## src/rtl/gate_tester_pkg.sv

```systemverilog
`default_nettype none
// ============================================================================
//  Module   : gate_tester_pkg
//  Purpose  : Shared types, constants and the gate truth-table helper used by
//             the 74xx 2-input gate chip tester.
//  Contents : gate_type_e   - selectable gate function (NAND/NOR/AND/OR/XOR)
//             state_e       - tester FSM states
//             NUM_STEPS     - stimulus steps per test
//             FAIL_STEP_BADTYPE - Fail_Step code for an unsupported gate type
//             gate_expected - expected output of one gate for inputs a, b
//  Revision : 1.0 - initial release
// ============================================================================
package gate_tester_pkg;

    typedef enum logic [2:0] {
        GATE_NAND = 3'd0,
        GATE_NOR  = 3'd1,
        GATE_AND  = 3'd2,
        GATE_OR   = 3'd3,
        GATE_XOR  = 3'd4
    } gate_type_e;

    typedef enum logic [1:0] {
        ST_IDLE   = 2'd0,
        ST_DRIVE  = 2'd1,
        ST_SAMPLE = 2'd2,
        ST_DONE   = 2'd3
    } state_e;

    localparam int         NUM_STEPS         = 8;
    localparam logic [2:0] FAIL_STEP_BADTYPE = 3'b111;

    function automatic logic gate_expected(input gate_type_e gtype,
                                           input logic       a,
                                           input logic       b);
        logic y;
        case (gtype)
            GATE_NAND: y = ~(a & b);
            GATE_NOR:  y = ~(a | b);
            GATE_AND:  y = a & b;
            GATE_OR:   y = a | b;
            GATE_XOR:  y = a ^ b;
            default:   y = 1'b0;
        endcase
        return y;
    endfunction

endpackage
`default_nettype wire

```

## src/rtl/sync_2ff.sv

```systemverilog
`default_nettype none
// ============================================================================
//  Module   : sync_2ff
//  Purpose  : Two-flop synchroniser for asynchronous inputs, any width.
//  Ports    : Clk   in  1      system clock
//             Reset in  1      synchronous, active-high; clears both stages
//             D     in  WIDTH  asynchronous input
//             Q     out WIDTH  synchronised output (2-cycle latency)
//  Revision : 1.0 - initial release
// ============================================================================
module sync_2ff #(
    parameter int WIDTH = 1
) (
    input  logic             Clk,
    input  logic             Reset,
    input  logic [WIDTH-1:0] D,
    output logic [WIDTH-1:0] Q
);

    logic [WIDTH-1:0] r_meta;
    logic [WIDTH-1:0] r_sync;

    always_ff @(posedge Clk) begin
        if (Reset) begin
            r_meta <= '0;
            r_sync <= '0;
        end else begin
            r_meta <= D;
            r_sync <= r_meta;
        end
    end

    assign Q = r_sync;

endmodule
`default_nettype wire

```

## src/rtl/gate_chip_tester.sv

```systemverilog
`default_nettype none
// ============================================================================
//  Module   : gate_chip_tester
//  Purpose  : Run-time selectable tester for 74xx quad/hex 2-input gate chips.
//             Drives an 8-step stimulus (uniform truth-table sweep, then a
//             per-gate skewed sweep that exposes inter-gate shorts), samples
//             the chip outputs through a synchroniser and reports pass/fail
//             with the first failing gate and step.
//  Ports    : Clk, Reset          clock, synchronous active-high reset
//             Run                 start request (honoured in IDLE/DONE only)
//             Gate_Type [2:0]     gate function, latched on accepted Run
//             Sense_Y  [N-1:0]    chip gate outputs (asynchronous)
//             Drive_A/Drive_B     per-gate A/B inputs
//             Drive_En            pin drivers enabled
//             Busy, Done, RSLT    status; RSLT=1 means pass, valid with Done
//             Fail_Gate, Fail_Step  lowest failing gate and its step
//  Revision : 1.0 - initial release
// ============================================================================
module gate_chip_tester
    import gate_tester_pkg::*;
#(
    parameter int NUM_GATES     = 4,
    parameter int SETTLE_CYCLES = 4
) (
    input  logic                         Clk,
    input  logic                         Reset,
    input  logic                         Run,
    input  logic [2:0]                   Gate_Type,
    input  logic [NUM_GATES-1:0]         Sense_Y,
    output logic [NUM_GATES-1:0]         Drive_A,
    output logic [NUM_GATES-1:0]         Drive_B,
    output logic                         Drive_En,
    output logic                         Busy,
    output logic                         Done,
    output logic                         RSLT,
    output logic [$clog2(NUM_GATES)-1:0] Fail_Gate,
    output logic [2:0]                   Fail_Step
);

    localparam int c_gate_w = $clog2(NUM_GATES);
    // Settle load covers the chip settle time plus the 2-flop synchroniser.
    localparam int c_cnt_w  = $clog2(SETTLE_CYCLES + 3);
    localparam logic [c_cnt_w-1:0] c_settle_load = c_cnt_w'(SETTLE_CYCLES + 2);
    localparam logic [2:0]         c_last_step   = 3'(NUM_STEPS - 1);

    state_e               r_state,     w_next_state;
    logic [2:0]           r_step,      w_next_step;
    logic [c_cnt_w-1:0]   r_settle,    w_next_settle;
    gate_type_e           r_gate_type, w_next_gate_type;

    logic                 w_next_rslt;
    logic [c_gate_w-1:0]  w_next_fail_gate;
    logic [2:0]           w_next_fail_step;
    logic                 w_next_en;
    logic [NUM_GATES-1:0] w_next_a;
    logic [NUM_GATES-1:0] w_next_b;

    logic [NUM_GATES-1:0] w_sense;
    logic [NUM_GATES-1:0] w_miss;
    logic [c_gate_w-1:0]  w_first_miss;

    sync_2ff #(
        .WIDTH (NUM_GATES)
    ) u_sense_sync (
        .Clk   (Clk),
        .Reset (Reset),
        .D     (Sense_Y),
        .Q     (w_sense)
    );

    // Per-gate stimulus for the step about to be presented, and mismatch
    // detection against the vector currently held on the pins.
    for (genvar gi = 0; gi < NUM_GATES; gi++) begin : g_gate
        logic [1:0] w_vec;
        // Steps 4..7 rotate the vector by gate index so neighbouring gates
        // see different inputs and a short between outputs becomes visible.
        assign w_vec       = w_next_step[2] ? (w_next_step[1:0] + 2'(gi))
                                            : w_next_step[1:0];
        assign w_next_a[gi] = w_next_en & w_vec[1];
        assign w_next_b[gi] = w_next_en & w_vec[0];
        assign w_miss[gi]   = w_sense[gi] !=
                              gate_expected(r_gate_type, Drive_A[gi], Drive_B[gi]);
    end

    // Scan downward so the lowest mismatching index is the one kept.
    always_comb begin
        w_first_miss = '0;
        for (int i = NUM_GATES - 1; i >= 0; i--) begin
            if (w_miss[i]) begin
                w_first_miss = c_gate_w'(i);
            end
        end
    end

    always_comb begin
        w_next_state     = r_state;
        w_next_step      = r_step;
        w_next_settle    = r_settle;
        w_next_gate_type = r_gate_type;
        w_next_rslt      = RSLT;
        w_next_fail_gate = Fail_Gate;
        w_next_fail_step = Fail_Step;

        case (r_state)
            ST_IDLE, ST_DONE: begin
                if (Run) begin
                    w_next_rslt      = 1'b0;
                    w_next_fail_gate = '0;
                    w_next_fail_step = '0;
                    w_next_step      = '0;
                    if (Gate_Type > GATE_XOR) begin
                        w_next_state     = ST_DONE;
                        w_next_fail_step = FAIL_STEP_BADTYPE;
                    end else begin
                        w_next_gate_type = gate_type_e'(Gate_Type);
                        w_next_settle    = c_settle_load;
                        w_next_state     = ST_DRIVE;
                    end
                end
            end
            ST_DRIVE: begin
                if (r_settle == c_cnt_w'(1)) begin
                    w_next_state = ST_SAMPLE;
                end else begin
                    w_next_settle = r_settle - c_cnt_w'(1);
                end
            end
            ST_SAMPLE: begin
                if (|w_miss) begin
                    w_next_state     = ST_DONE;
                    w_next_rslt      = 1'b0;
                    w_next_fail_gate = w_first_miss;
                    w_next_fail_step = r_step;
                end else if (r_step == c_last_step) begin
                    w_next_state = ST_DONE;
                    w_next_rslt  = 1'b1;
                end else begin
                    w_next_step   = r_step + 3'd1;
                    w_next_settle = c_settle_load;
                    w_next_state  = ST_DRIVE;
                end
            end
            default: begin
                w_next_state = ST_IDLE;
            end
        endcase

        w_next_en = (w_next_state == ST_DRIVE) || (w_next_state == ST_SAMPLE);
    end

    // Outputs are registered from the next-state values so they line up with
    // the state they describe.
    always_ff @(posedge Clk) begin
        if (Reset) begin
            r_state     <= ST_IDLE;
            r_step      <= '0;
            r_settle    <= '0;
            r_gate_type <= GATE_NAND;
            Drive_A     <= '0;
            Drive_B     <= '0;
            Drive_En    <= 1'b0;
            Busy        <= 1'b0;
            Done        <= 1'b0;
            RSLT        <= 1'b0;
            Fail_Gate   <= '0;
            Fail_Step   <= '0;
        end else begin
            r_state     <= w_next_state;
            r_step      <= w_next_step;
            r_settle    <= w_next_settle;
            r_gate_type <= w_next_gate_type;
            Drive_A     <= w_next_a;
            Drive_B     <= w_next_b;
            Drive_En    <= w_next_en;
            Busy        <= w_next_en;
            Done        <= (w_next_state == ST_DONE);
            RSLT        <= w_next_rslt;
            Fail_Gate   <= w_next_fail_gate;
            Fail_Step   <= w_next_fail_step;
        end
    end

endmodule
`default_nettype wire

```

## config.mk

```make
export PLATFORM = sky130hd
export DESIGN_NAME = gate_chip_tester
export DESIGN_NICKNAME = d
export VERILOG_FILES = /design/src/rtl/gate_tester_pkg.sv /design/src/rtl/sync_2ff.sv /design/src/rtl/gate_chip_tester.sv
export SDC_FILE = /design/constraint.sdc
export NUM_CORES = 1
export LEC_CHECK = 0
export ABC_AREA = 1
export BUFFER_PORTS_ARGS = -buffer_cell sky130_fd_sc_hd__buf_2
export CAP_MARGIN = 20
export CELL_PAD_IN_SITES_DETAIL_PLACEMENT = 1
export CELL_PAD_IN_SITES_GLOBAL_PLACEMENT = 1
export CORE_UTILIZATION = 44
export DETAILED_ROUTE_END_ITERATION = 7
export GPL_TIMING_DRIVEN = 0
export PLACE_DENSITY_LB_ADDON = 0.1
export REMOVE_ABC_BUFFERS = 1
export SYNTH_ARGS = -nofsm -noshare
export SYNTH_HDL_FRONTEND = slang
export SYNTH_SLANG_ARGS = --single-unit
```

## constraint.sdc

```tcl
create_clock -name Clk -period 5.96 [get_ports Clk]
set_input_delay 0.298 -clock Clk [delete_from_list [all_inputs] [get_ports Clk]]
set_output_delay 0.298 -clock Clk [all_outputs]
set_load 0.1 [all_outputs]
```

Yosys cells after proc, flatten, opt, wreduce, memory -nomap -nowiden
Cells that the tools add are included.
- bits in registers: 35
- input bits: 10
- output and inout bits: 17
- word-level logic and storage cells: 119
- add/subtract/negate cells: 5
- magnitude comparators: 1
- equal/unequal tests: 23
- muxes and demuxes: 38
- bitwise operators: 29
- reduce and logical (&&, ||, !) cells: 10
- operator list (cell ; count):
    $mux W3 ; 11
    $mux W2 ; 14
    $pmux W1 S5 ; 4
    $and A1 B1 Y1 ; 12
    $ne A2 B2 Y1 const B ; 6
    $pmux W3 S2 ; 2
    $not A1 Y1 ; 9
    $pmux W3 S3 ; 1
    $reduce_and A3 Y1 ; 3
    $eq A2 B2 Y1 const B ; 4
    $eq A3 B1 Y1 const B ; 2
    $eq A3 B2 Y1 const B ; 2
    $eq A3 B3 Y1 const B ; 2
    $pmux W2 S3 ; 1
    $reduce_and A5 Y1 ; 1
    $add A2 B2 Y2 const B ; 2
    $eq A2 B1 Y1 const B ; 2
    $ne A1 B1 Y1 ; 4
    $or A1 B1 Y1 ; 4
    $pmux W2 S2 ; 1
    $reduce_or A4 Y1 ; 1
    $xor A1 B1 Y1 ; 4
    $add A3 B1 Y3 const B ; 1
    $gt A3 B3 Y1 const B ; 1
    other kinds (10) ; 12

Depth between registers and ports, before layout
- word-level depth: 10
- depth in mapped cells: 21
- depth with buffers taken out: 21

Modules after synthesis
A second synthesis with hierarchy kept.
- cells, all modules: 290
- area total of the unflattened synthesis: 2033.2 µm²
- modules (own cells, without submodules) (module ; times used ; cells each ; area an instance (µm²) ; sequential area each (µm²)):
    gate_chip_tester ; 1 ; 265 ; 1801.7 ; 500.5
    sync_2ff ; 1 ; 25 ; 231.5 ; 160.2

Least setup slack after synthesis
Ideal clock, no wire load.
- path kind: reg2reg
- from: register Drive_B[1]
- to: register Drive_A[2]
- setup time: 0.059 ns
- arrival: 3.080 ns
- path slack: 2.821 ns
- stages on the path, launching flop included: 19
- path buffers: 0
- path through: dfxtp_1 -> inv_1 -> ha_1 -> nand3_1 -> o21ai_0 -> o21bai_2 -> nand2_2 -> nor2_4 -> nand3_1 -> nand2_1 -> nand2_1 -> nand2_1 -> nand2_1 -> ha_1 -> inv_1 -> nor2_1 -> nand2_2 -> nand2_2 -> and2_1
- cells in the longest elaborated chain, start to end: 10
- ends and longest elaborated chain (element ; RTL line ; RTL):
    from (decl) ; gate_chip_tester.sv:31 ; output logic [NUM_GATES-1:0] Drive_B,
    from (signal assigned) ; gate_chip_tester.sv:173 ; Drive_B <= w_next_b;
    $or A1 B1 Y1 or $and A1 B1 Y1 (tied branches) ; - ;
    $not A1 Y1, on equally long branches ; gate_tester_pkg.sv:39, gate_tester_pkg.sv:38 ;
    $pmux W1 S5 * ; gate_tester_pkg.sv:37 ; case (gtype)
    $ne A1 B1 Y1 * ; gate_chip_tester.sv:81 ; assign w_miss[gi] = w_sense[gi] !=
    $reduce_or A4 Y1 * ; gate_chip_tester.sv:129 ; if (|w_miss) begin
    $mux W2 * ; gate_chip_tester.sv:129 ;
    $pmux W2 S3 * ; gate_chip_tester.sv:104 ; case (r_state)
    net w_next_state[1] ; gate_chip_tester.sv:46 ; state_e r_state, w_next_state;
    $eq A2 B1 Y1 or $eq A2 B2 Y1 (tied branches) ; gate_chip_tester.sv:148 ; w_next_en = (w_next_state == ST_DRIVE) || (w_next_state == ST_SAMPLE);
    $logic_or A1 B1 Y1 * ; gate_chip_tester.sv:148 ;
    net w_next_en ; gate_chip_tester.sv:54 ; logic w_next_en;
    $and A1 B1 Y1 * ; gate_chip_tester.sv:79 ; assign w_next_a[gi] = w_next_en & w_vec[1];
    to (signal assigned) ; gate_chip_tester.sv:172 ; Drive_A <= w_next_a;
    to (decl) ; gate_chip_tester.sv:30 ; output logic [NUM_GATES-1:0] Drive_A,
Mark *: on every way through the listed nets, which the timed path passes. The rest lies on a longest branch.
A chain may end at the register's enable or synchronous reset.

Worst setup path after layout
- from: register r_gate_type[2]
- to: register Drive_A[2]
- cells in the longest elaborated chain, start to end: 9
- ends and longest elaborated chain (element ; RTL line ; RTL):
    from (decl) ; gate_chip_tester.sv:49 ; gate_type_e r_gate_type, w_next_gate_type;
    from (signal assigned) ; gate_chip_tester.sv:171 ; r_gate_type <= w_next_gate_type;
    $eq A3 B3 Y1 (tied with other cells) ; gate_tester_pkg.sv:37 ;
    $pmux W1 S5 ; gate_tester_pkg.sv:37 ;
    $ne A1 B1 Y1 ; gate_chip_tester.sv:81 ;
    $reduce_or A4 Y1 * ; gate_chip_tester.sv:129 ;
    $mux W2 * ; gate_chip_tester.sv:129 ;
    $pmux W2 S3 * ; gate_chip_tester.sv:104 ;
    net w_next_state[1] ; gate_chip_tester.sv:46 ;
    $eq A2 B1 Y1 or $eq A2 B2 Y1 (tied branches) ; gate_chip_tester.sv:148 ;
    $logic_or A1 B1 Y1 * ; gate_chip_tester.sv:148 ;
    net w_next_en ; gate_chip_tester.sv:54 ;
    $and A1 B1 Y1 * ; gate_chip_tester.sv:79 ;
Marks and branches as above.

==> results.cfg <==
[logic_synthesis]
ys.flop_type = dfxtp_1
yosys_register_bits = 33
async_reset_ff_share_pct = 0
synth-edff-count = 0
syn-instance-count = 261
ys_warn_count = 0
syn_avg_cell_area_um2 = 7.32
syn-cell-area_mm2 = 0.00191
ys_seq_area_share_pct = 34.6
yosysUniqueCellTypes = 33

[critical_path]
path_max_fanout = 14
path_delay_family = simple AND/OR/NAND/NOR gates
cp.buffers_inverters = 2
crit_required_ps = 6200
startpoint_type = register
r2r_cells = 18
r2r_end = Drive_A[2]$_SDFF_PP0_
endpoint_kind = register
cpPeakStageDelay_ps = 380
cp_data_arrival_time_ps = 3100
path_common_cell = nand2_1
critical_path.startpoint = r_gate_type[2]$_SDFFE_PP0P_
r2r-start = r_gate_type[2]$_SDFFE_PP0P_
cpMaxStageDelayCell = dfxtp_1
reg2reg_slack_ps = 3100
path_cells = inv_2, nand3_1, o21ai_0, nor2_1, nand2_1, nand2_2, nor2_4, nand3_1, nand2_1, nand2_1, nand2_1, nand2_1, ha_1, inv_1, nor2_1, nand2_2, nand2_2, and2_1
critPathKind = reg2reg

[clock_tree]
cts_root_buf = clkbuf_8
cts_tree = built
clkTransAtPathRegs_ps = 80
cts_buffer_depth = 2
h-tree-depth = 2
clk_latency_ps = 290
clock_sinks = 33
postCtsSetupRepairBufs = 0
cts_resized = 0
cts_hold_buf = 0
cts_buffers = 5

[power]
ir_worst_vdd_v = 0.000290
p_leak_nw = 1.10
internal-power_uw = 506
power_frac_seq_pct = 28.7
p_comb_share_pct = 50.0
p_total_mw = 1.02
switching_share_pct = 50.2
powerDensity_mw_per_mm2 = 474
pwr-share-clk_pct = 21.3
p_sw_uw = 511

[floorplan]
die_area_mm2 = 0.00461
rows = 23
io_pins = 27
fp.dieW_um = 67.9
core-area_mm2 = 0.00409
die_h_um = 67.9
initial_core_util_pct = 46.7

[cells_and_area]
nNetsFinal = 308
drive_gt1_share_pct = 18.9
final_cells = 335
syn2layout_area_growth_pct = 12.5
diodes = 0

[place]
io_buffers = 26
dp_hpwl_um = 3530
dp_cells = 327
globalplace.congestion = 0.787

[global_route]
antenna_found_initial = 0
top_usage_layer = met2
grt_pass1_wl_um = 7290
grt_util_met1_pct = 26.8
met3_usage_pct = 5.50
first_global_vias = 1581
overflow = 0
grt_util_all_layers_pct = 21.8
use_met2_pct = 37.4
grt_max_degree = 19

[routing]
num_vias = 1699
vias_per_cell = 5.07
antenna_left = 0
postRouteWirelength_um = 4550
drc_errors = 0
drt_pass1_iterations = 4
drt-initial-drc-count = 73
detail_route.wl_per_cell_um = 13.6

[sta]
rsz0062_at_grt = no
fin_crit_sh_pct = 47.9
fin_tns_setup_ps = 0
setup_violations = 0
period_minus_slack_ps = 2860
slew_viol_final = 0
finClkSkew_ps = 6.22
fmax_mhz = 350
worst_pin_slew_ps = 489
hold_viol_final = 0
relSlewSlack_pct = 67.6

[worst_hold_path]
hold_path.startpoint = Sense_Y[0]
whs_endpoint = u_sense_sync.r_meta[0]$_SDFF_PP0_
whs_path_depth = 3
hold_path.class = in2reg

[outcome]
outcome = finished clean

[job]
cap_violations = 0
Yosys cell counts (3+ instances only):
| library cell | number | area, um^2 |
|---|---|---|
| nand3_1 | 18 | 90.1 |
| a31oi_1 | 4 | 25.0 |
| inv_1 | 46 | 173 |
| dfxtp_1 | 33 | 661 |
| nand2_2 | 7 | 43.8 |
| nor2_4 | 3 | 33.8 |
| o21ai_0 | 16 | 80.1 |
| nand2_1 | 44 | 165 |
| nand3b_1 | 3 | 22.5 |
| nand4_1 | 9 | 56.3 |
| a21oi_1 | 12 | 60.1 |
| buf_4 | 4 | 30.0 |
| o211ai_1 | 3 | 22.5 |
| nor2_1 | 21 | 78.8 |
| ha_1 | 14 | 175 |
power by group through the flow:
stage / logic [mW] / clock network, mW / registers (mW)
after detailed placement: 0.507 / 0 / 0.297
after floorplan: 0.253 / 0 / 0.451
after global placement: 0.494 / 0 / 0.295
after global routing: 0.560 / 0.229 / 0.299
after CTS: 0.511 / 0.222 / 0.292
final: 0.508 / 0.217 / 0.292
metrics by stage:
| step | hold slack [ps] | util (%) | setup WS, ps | cell area, um^2 |
|---|---|---|---|---|
| 2_1_floorplan | 367 | - | 2120 | 1840 |
| 3_3_place_gp | 390 | 49.8 | 3240 | 2030 |
| 3_5_place_dp | 397 | 49.8 | 3180 | 2030 |
| 4_1_cts | 198 | 52.6 | 3090 | 2150 |
| 5_1_grt | 205 | 52.6 | 2790 | 2150 |
| 6_report | 202 | 52.6 | 3100 | 2150 |
placed cells by master (no fill, tap or decap), types with 2 or more instances in the layout:
| cell | Yosys | final |
|---|---|---|
| nand2_2 | 7 | 7 |
| o21ai_0 | 16 | 16 |
| nand3b_1 | 3 | 3 |
| nand2_1 | 44 | 44 |
| clkbuf_8 | 0 | 5 |
| ha_1 | 14 | 14 |
| nand3_1 | 18 | 18 |
| nor2_4 | 3 | 3 |
| inv_1 | 46 | 46 |
| nor2_1 | 21 | 21 |
| nand3_2 | 2 | 2 |
| a31oi_1 | 4 | 4 |
| o211ai_1 | 3 | 3 |
| o21bai_2 | 2 | 2 |
| inv_2 | 2 | 2 |
| nand4_1 | 9 | 9 |
| o21bai_1 | 2 | 2 |
| buf_2 | 1 | 26 |
| dfxtp_1 | 33 | 33 |
| a21oi_1 | 12 | 12 |
state kept, by name (all words and copies together) (netlist names):
register	cells
Fail_Step	3
u_sense_sync.Q	4
Drive_A	4
r_step	3
u_sense_sync.r_meta	4
Drive_B	2
r_gate_type	3
Done	1
Fail_Gate	2
r_state	2
Busy	1
RSLT	1
r_settle	3
layout make-up:
type | count | area, um^2
multi-input cells | 170 | 1000
clock inverters | 3 | 46.3
clock buffers | 5 | 68.8
fillers | 562 | 1940
repair buffers | 26 | 130
inverters | 48 | 180
flip-flops and latches | 33 | 661
well taps | 50 | 62.6
kinds of logic (layout without fill, tap and decap cells):
kind of cell | count (synthesis) | count (layout) | synth area share [%]
AOI/OAI and AO/OA | 43 | 43 | 13.4
xor gates and xnor gates | 1 | 1 | 0.459
adders and majority gates | 14 | 14 | 9.17
and+or+nand+nor | 111 | 111 | 28.8
muxes | 1 | 1 | 0.524
DFF | 33 | 33 | 34.6
buffers and inverters | 58 | 82 | 13.0
worst max path at each step:
stage | cells past startpoint | slack, ps | to
3_5_place_dp | 18 | 3180 | Drive_A[2]$_SDFF_PP0_
3_3_place_gp | 18 | 3240 | Drive_A[2]$_SDFF_PP0_
4_1_cts | 18 | 3090 | Drive_A[2]$_SDFF_PP0_
5_1_grt | 18 | 2790 | Drive_A[2]$_SDFF_PP0_
6_report | 18 | 3100 | Drive_A[2]$_SDFF_PP0_
2_1_floorplan | 18 | 2120 | Drive_A[2]$_SDFF_PP0_
metal layers:
metal / routed length [um] / vias up
li1: - / 880
met1: 2170 / 788
met2: 2190 / 26
met3: 136 / 5
met4: 47 / 0
met5: 0 / -
worst reg2reg max path, cell delays in order (launching register included):
cell	delay, ps
dfxtp_1	380
inv_2	220
nand3_1	130
o21ai_0	350
nor2_1	110
nand2_1	110
nand2_2	80
nor2_4	170
nand3_1	90
nand2_1	100
nand2_1	60
nand2_1	80
nand2_1	70
ha_1	340
inv_1	50
nor2_1	190
nand2_2	80
nand2_2	70
and2_1	130
No activity file was read; power rests on OpenSTA's default activity.
